File: config.mk
export PLATFORM = sky130hd
export DESIGN_NAME = fetch_unit
export DESIGN_NICKNAME = d
export VERILOG_FILES = /design/src/rtl/fetch_pkg.sv /design/src/rtl/fetch_unit.sv
export SDC_FILE = /design/constraint.sdc
export NUM_CORES = 1
export LEC_CHECK = 0
export CAP_MARGIN = 10
export CORE_MARGIN = 2
export CORE_UTILIZATION = 46
export DETAILED_ROUTE_END_ITERATION = 6
export GPL_TIMING_DRIVEN = 0
export PLACE_DENSITY_LB_ADDON = 0.05
export SYNTH_ARGS = -nofsm -noshare
export SYNTH_HDL_FRONTEND = slang
export SYNTH_SLANG_ARGS = --single-unit
File: constraint.sdc
create_clock -name clk -period 2.46 [get_ports clk]
set_clock_uncertainty 0.15 [all_clocks]
set_input_delay 0.492 -clock clk [delete_from_list [all_inputs] [get_ports clk]]
set_output_delay 0.492 -clock clk [all_outputs]
set_load 0.1 [all_outputs]
File: src/rtl/fetch_pkg.sv
// Shared definitions for the instruction fetch unit: word width, parameter
// defaults, FSM state encoding and the halt-opcode decode helper.
package fetch_pkg;

  localparam int WORD_W = 32;
  localparam int OPCODE_W = 6;

  localparam logic [WORD_W-1:0]   DEFAULT_RESET_PC    = 32'h0000_0000;
  localparam logic [OPCODE_W-1:0] DEFAULT_HALT_OPCODE = 6'd63;

  typedef enum logic [2:0] {
    ST_IDLE   = 3'd0,
    ST_REQ    = 3'd1,
    ST_WAIT   = 3'd2,
    ST_HOLD   = 3'd3,
    ST_HALTED = 3'd4
  } fetch_state_e;

  function automatic logic is_halt(input logic [WORD_W-1:0] word,
                                   input logic [OPCODE_W-1:0] halt_opcode);
    return word[WORD_W-1 -: OPCODE_W] == halt_opcode;
  endfunction

endpackage

File: src/rtl/fetch_unit.sv
// Instruction fetch unit: issues one word read at a time, presents the fetched
// word downstream, follows redirects and stops on the halt opcode.
module fetch_unit
  import fetch_pkg::*;
#(
  parameter logic [WORD_W-1:0]   RESET_PC    = DEFAULT_RESET_PC,
  parameter logic [OPCODE_W-1:0] HALT_OPCODE = DEFAULT_HALT_OPCODE
) (
  input  logic              clk,
  input  logic              rst,
  input  logic              start,
  output logic              imem_req,
  output logic [WORD_W-1:0] imem_addr,
  input  logic [WORD_W-1:0] imem_rdata,
  input  logic              imem_rvalid,
  input  logic              redirect_valid,
  input  logic [WORD_W-1:0] redirect_pc,
  output logic [WORD_W-1:0] instruction,
  output logic              instr_valid,
  input  logic              instr_ready,
  output logic [WORD_W-1:0] pc_out,
  output logic              halted,
  output logic [WORD_W-1:0] fetch_count,
  output fetch_state_e      state_dbg
);

  // Handshake: a word transfers downstream on a rising edge where
  // instr_valid && instr_ready; while instr_valid=1 and no transfer happens,
  // instruction and pc_out hold. imem_req is a single-cycle strobe with no
  // ready; the response is the next imem_rvalid pulse, and a redirect during
  // an outstanding read turns that response into a discard.

  fetch_state_e      state_q, state_d;
  logic [WORD_W-1:0] pc_q, pc_d;
  logic              discard_q, discard_d;
  logic [WORD_W-1:0] instr_q, instr_d;
  logic [WORD_W-1:0] pc_out_q, pc_out_d;
  logic              valid_q, valid_d;
  logic [WORD_W-1:0] count_q, count_d;

  always_comb begin
    state_d   = state_q;
    pc_d      = pc_q;
    discard_d = discard_q;
    instr_d   = instr_q;
    pc_out_d  = pc_out_q;
    valid_d   = valid_q;
    count_d   = count_q;
    imem_req  = 1'b0;
    imem_addr = '0;

    unique case (state_q)
      ST_IDLE: begin
        if (start) begin
          state_d = ST_REQ;
        end
      end

      ST_REQ: begin
        imem_req  = 1'b1;
        imem_addr = pc_q;
        state_d   = ST_WAIT;
        // The read already left this cycle, so its response must be dropped.
        if (redirect_valid) begin
          pc_d      = redirect_pc;
          discard_d = 1'b1;
        end
      end

      ST_WAIT: begin
        if (redirect_valid) begin
          pc_d = redirect_pc;
          if (imem_rvalid) begin
            discard_d = 1'b0;
            state_d   = ST_REQ;
          end else begin
            discard_d = 1'b1;
          end
        end else if (imem_rvalid) begin
          if (discard_q) begin
            discard_d = 1'b0;
            state_d   = ST_REQ;
          end else begin
            instr_d  = imem_rdata;
            pc_out_d = pc_q;
            valid_d  = 1'b1;
            pc_d     = pc_q + 1'b1;
            state_d  = ST_HOLD;
          end
        end
      end

      ST_HOLD: begin
        if (redirect_valid) begin
          pc_d    = redirect_pc;
          valid_d = 1'b0;
          state_d = ST_REQ;
        end else if (instr_ready) begin
          count_d = count_q + 1'b1;
          valid_d = 1'b0;
          state_d = is_halt(instr_q, HALT_OPCODE) ? ST_HALTED : ST_REQ;
        end
      end

      ST_HALTED: begin
        state_d = ST_HALTED;
      end

      default: begin
        state_d = ST_IDLE;
      end
    endcase
  end

  always_ff @(posedge clk) begin
    if (rst) begin
      state_q   <= ST_IDLE;
      pc_q      <= RESET_PC;
      discard_q <= 1'b0;
      instr_q   <= '0;
      pc_out_q  <= '0;
      valid_q   <= 1'b0;
      count_q   <= '0;
    end else begin
      state_q   <= state_d;
      pc_q      <= pc_d;
      discard_q <= discard_d;
      instr_q   <= instr_d;
      pc_out_q  <= pc_out_d;
      valid_q   <= valid_d;
      count_q   <= count_d;
    end
  end

  assign instruction = instr_q;
  assign pc_out      = pc_out_q;
  assign instr_valid = valid_q;
  assign fetch_count = count_q;
  assign halted      = (state_q == ST_HALTED);
  assign state_dbg   = state_q;

endmodule

Word-level counts from Yosys, hierarchy flattened
Cells that the tools add are included.
{"block": "classes", "addsub": 2, "n_eq_ne": 14, "mux": 27, "n_bitwise": 2, "n_reduce_logical": 11}
{"op": "$mux 32", "count": 5}
{"op": "$add 32x1->32 const B", "count": 2}
{"op": "$pmux 32 s2", "count": 1}
{"op": "$mux 3", "count": 7}
{"op": "$pmux 3 s5", "count": 1}
{"op": "$mux 1", "count": 10}
{"op": "$ne 2x2->1 const B", "count": 5}
{"op": "$ne 3x3->1 const B", "count": 3}
{"op": "$reduce_and 3->1", "count": 3}
{"op": "$reduce_and 4->1", "count": 2}
{"op": "$eq 3x2->1 const B", "count": 2}
{"op": "$eq 6x6->1 const B", "count": 1}
{"op": "$reduce_bool 2->1", "count": 3}
{"op": "$reduce_and 5->1", "count": 1}
{"op": "$pmux 1 s2", "count": 2}
{"op": "$eq 3x1->1 const B", "count": 1}
{"op": "$eq 3x3->1 const B", "count": 1}
{"op": "$logic_not 3->1", "count": 1}
{"op": "$mux 2", "count": 1}
{"op": "$ne 2x1->1 const B", "count": 1}
{"op": "$not 1->1", "count": 2}
{"op": "$reduce_or 2->1", "count": 1}
{"block": "totals", "register_bits": 133, "output_inout_bits": 134, "elab_cells": 63}

Longest topological paths before layout
{"block": "depth", "ltp_word": 5, "depth_mapped": 9, "ltp_nobuf": 6}

Least setup slack after synthesis
No wires, ideal clock.
{"block": "synth_path", "path_kind": "flip-flop to output port", "from": "register state_q[0] (netlist: state_dbg[0])", "to": "output port imem_addr[10]", "arrival_time_ns": 4.378, "required_ns": 1.818, "path_slack_ns": -2.560, "path_stages_with_launch": 5, "path_buffers": 2, "path_cell_list": "dfxtp_1 > buf_2 > inv_1 > clkbuf_1 > nor4_1"}
{"block": "synth_via", "elab_chain_len": 2}
{"item": "start: declaration", "line_no": "fetch_unit.sv:33", "rtl": "fetch_state_e state_q, state_d;"}
{"item": "start signal: assignment", "line_no": "fetch_unit.sv:125", "rtl": "state_q <= state_d;"}
{"item": "$eq 3x1->1", "line_no": "fetch_unit.sv:52", "rtl": "unique case (state_q)"}
{"item": "$mux 32", "line_no": "fetch_unit.sv:52"}
{"item": "end: declaration", "line_no": "fetch_unit.sv:13", "rtl": "output logic [WORD_W-1:0] imem_addr,"}
Every way passes these cells.

Worst setup path after layout
{"block": "layout_path", "from": "register count_q[10] (netlist: fetch_count[10])", "to": "register count_q[31] (netlist: fetch_count[31])"}
{"block": "layout_via", "elab_chain_len": 1}
{"item": "start: declaration", "line_no": "fetch_unit.sv:39", "rtl": "logic [WORD_W-1:0] count_q, count_d;"}
{"item": "start signal: assignment", "line_no": "fetch_unit.sv:131", "rtl": "count_q <= count_d;"}
{"item": "$add 32x1->32", "line_no": "fetch_unit.sv:99", "rtl": "count_d = count_q + 1'b1;"}
Every way passes these cells.
A chain may end at the register's enable or synchronous reset.

==> flow_summary.ini <==
[critical_path]
crit_path_max_fanout = 8
path_class = flip-flop to flip-flop
setup.worst_path.start_class = flip-flop
required_ns = 2.62
crit_arrival_ns = 2.61
r2r-start = fetch_count[10]$_SDFFE_PP0P_
cp-end-kind = flip-flop
crit_start = fetch_count[10]$_SDFFE_PP0P_

[yosys]
synth_edf_count = 0
postSynthCellCount = 805
synthTopCellsByArea = dfxtp_1, nand2_1, a21oi_1
seq_area_frac_synth_pct = 42.54
yosys-top-cells-count = nand2_1, dfxtp_1, a21oi_1, nor2_1, clkbuf_1
syn_area_per_cell_um2 = 7.775
yosys_register_bits = 133
asyncSetResetFlopFracSynth_pct = 0
ys_types = 62
synth_top_cell_by_area = dfxtp_1
synth_fp_nets = 877
yosys_warnings = 0
synth_top_area_share_pct = 42.54
syn_area_um2 = 6259
synth_ff_type = dfxtp_1
yosysMostFrequentCell = nand2_1

[drt]
routed_wl_um = 20830
ant_nets = 0
drc_errors = 0
vias_per_cell = 5.595
dr_total_vias = 6854
wl_per_cell_um = 17.00
first_pass_iters = 6
drtIter0Drc = 649

[clock_network]
cts_buffers = 17
cts_tree = built
cts.sinks = 133
max-clock-path-buffers = 2
h-tree-depth = 4
cts-root-buf = clkbuf_16
cts-hold-fix-buffers = 0
path_clk_slew_ns = 0.06
clock_latency_ns = 0.43

[placement]
gp_congestion = 0.8951
port_buffers = 202
preCtsSetupSlack_ns = -0.9385
place_hpwl_um = 14520

[timing]
rsz0062_at_grt = true
hold_violations = 0
post-route-period-util_pct = 99.24
fin_ws_ns = 0.01858
finalCriticalPeriod_ns = 2.441
finalSetupViolations = 0
fmax_mhz = 409.6
slew_headroom_pct = 33.20
tightestPinTransition_ns = 1.006
final-max-slew-violation-count = 0
fin_hold_ws_ns = 0.2990

[floorplanning]
chipHeight_um = 120.6
die_w_um = 120.6
dieArea_um2 = 14550
start_util_pct = 47.26
rows = 42
top_level_ports = 204
coreArea_um2 = 13240

[layout]
syn_to_final_growth_pct = 53.42
drive_gt1_share_pct = 17.54
regArea_um2 = 2714
fill_cells = 1123
multi_input_area_um2 = 3475
diodes = 0
nets = 1108

[power]
pwr-share-comb_pct = 18.2
p_int_mw = 4.024
clock_power_share_pct = 41.8
switching_share_pct = 29.83
pwr-share-seq_pct = 40.1
p_sw_mw = 1.710
leakagePower_nw = 3.855
ir_worst_vdd_mv = 0.3804
power_density_nw_per_um2 = 597.2

[status]
status = complete, no violations

[global_routing]
grt_max_degree = 17
grt_pass1_vias = 6319
grt_pass1_wl_um = 32030
grtUsageTotal_pct = 28.00
antenna_found_initial = 0
grt_overflow = 0

[worst_hold_path]
hold_path.class = flip-flop to flip-flop
worstHoldStart = instruction[2]$_SDFFE_PP0P_

[job]
drv_cap = 0
-- per-stage QoR --
step | utilization (%) | area, µm² | TNS, ns | instances | power, mW
2_1_floorplan | - | 6513 | -0.3965 | 805 | 2.989
3_3_place_gp | 66.11 | 8755 | -83.44 | 1183 | 3.326
3_5_place_dp | 66.11 | 8755 | -84.84 | 1183 | 3.330
4_1_cts | 70.23 | 9300 | 0 | 1218 | 5.710
5_1_grt | 72.51 | 9602 | -2.621 | 1225 | 5.924
6_report | 72.51 | 9602 | 0 | 1225 | 5.734
-- metal layers --
metal  up-vias  part of all wire [%]  global-route usage (%)
li1       3279                     -                       -
met1      3213                    42                   35.65
met2       317                    47                   44.95
met3        45                   8.6                   8.491
met4         0                   2.4                   9.884
met5         -                     0                       0
-- cell type report --
type / count / area share, %
inverter: 14 / 0.5734
sequential: 133 / 28.26
clock buffer: 19 / 4.509
buffer: 62 / 3.727
clock inverter: 13 / 1.199
timing repair buffer: 212 / 23.25
multi-input combinational: 596 / 36.19
tap: 176 / 2.293
-- final timing paths --
path / to / slack [ns] / cells after the start
max: fetch_count[31]$_SDFFE_PP0P_ / 0.02 / 6
min: instruction[2]$_SDFFE_PP0P_ / 0.30 / 2
max reg2reg: fetch_count[31]$_SDFFE_PP0P_ / 0.02 / 6
min reg2reg: instruction[2]$_SDFFE_PP0P_ / 0.30 / 2
-- layout by cell type (no fill, tap or decap), types with 15 or more instances in the layout --
cell and count:
buf_2 16, clkbuf_1 26, clkbuf_16 19, dfxtp_1 112, nand3_1 25, a21oi_1 94, o21ai_0 22, nor2_1 55
buf_12 27, clkbuf_2 17, and2_4 22, nand4_1 24, nand2_1 170, dlygate4sd2_1 99, clkdlybuf4s50_1 68, xor2_1 15
-- kinds of logic (layout without fill, tap and decap cells) --
family	Yosys count	count (layout)	synth area share (%)
compound gates	173	173	16.63
xor+xnor	29	29	4.058
fa+ha+maj	2	2	0.3998
buf+inv	76	320	4.978
flops	133	133	42.54
mux	4	4	0.6997
simple gates	388	388	30.69
-- sequential cells by signal (all words and copies together) (netlist names) --
register,count
pc_q,32
pc_out,32
fetch_count,32
instr_valid,1
discard_q,1
instruction,32
state_dbg,3
-- worst max-delay path, cell delays in order (launching register included) --
cell	delay, ns
dfxtp_4	0.38
nand4_1	0.15
or4b_1	0.59
buf_6	0.18
nor3_4	0.17
nor3b_2	0.34
mux2_1	0.37
-- power groups by stage --
stage,sequential (mW),clock [mW],combinational (mW)
floorplan,2.53,0,0.456
global placement,2.34,0,0.987
detailed placement,2.34,0,0.990
CTS,2.29,2.42,0.999
global route,2.31,2.52,1.10
finish,2.30,2.39,1.04
-- timing repair --
action / CTS / global route
pin swaps: 1 / 2
buffers inserted: 3 / 6
gates cloned: 0 / 1
endpoints found under the setup margin: 187 / 144
resized for setup: 356 / 76
(Power assumes the default switching activity.)
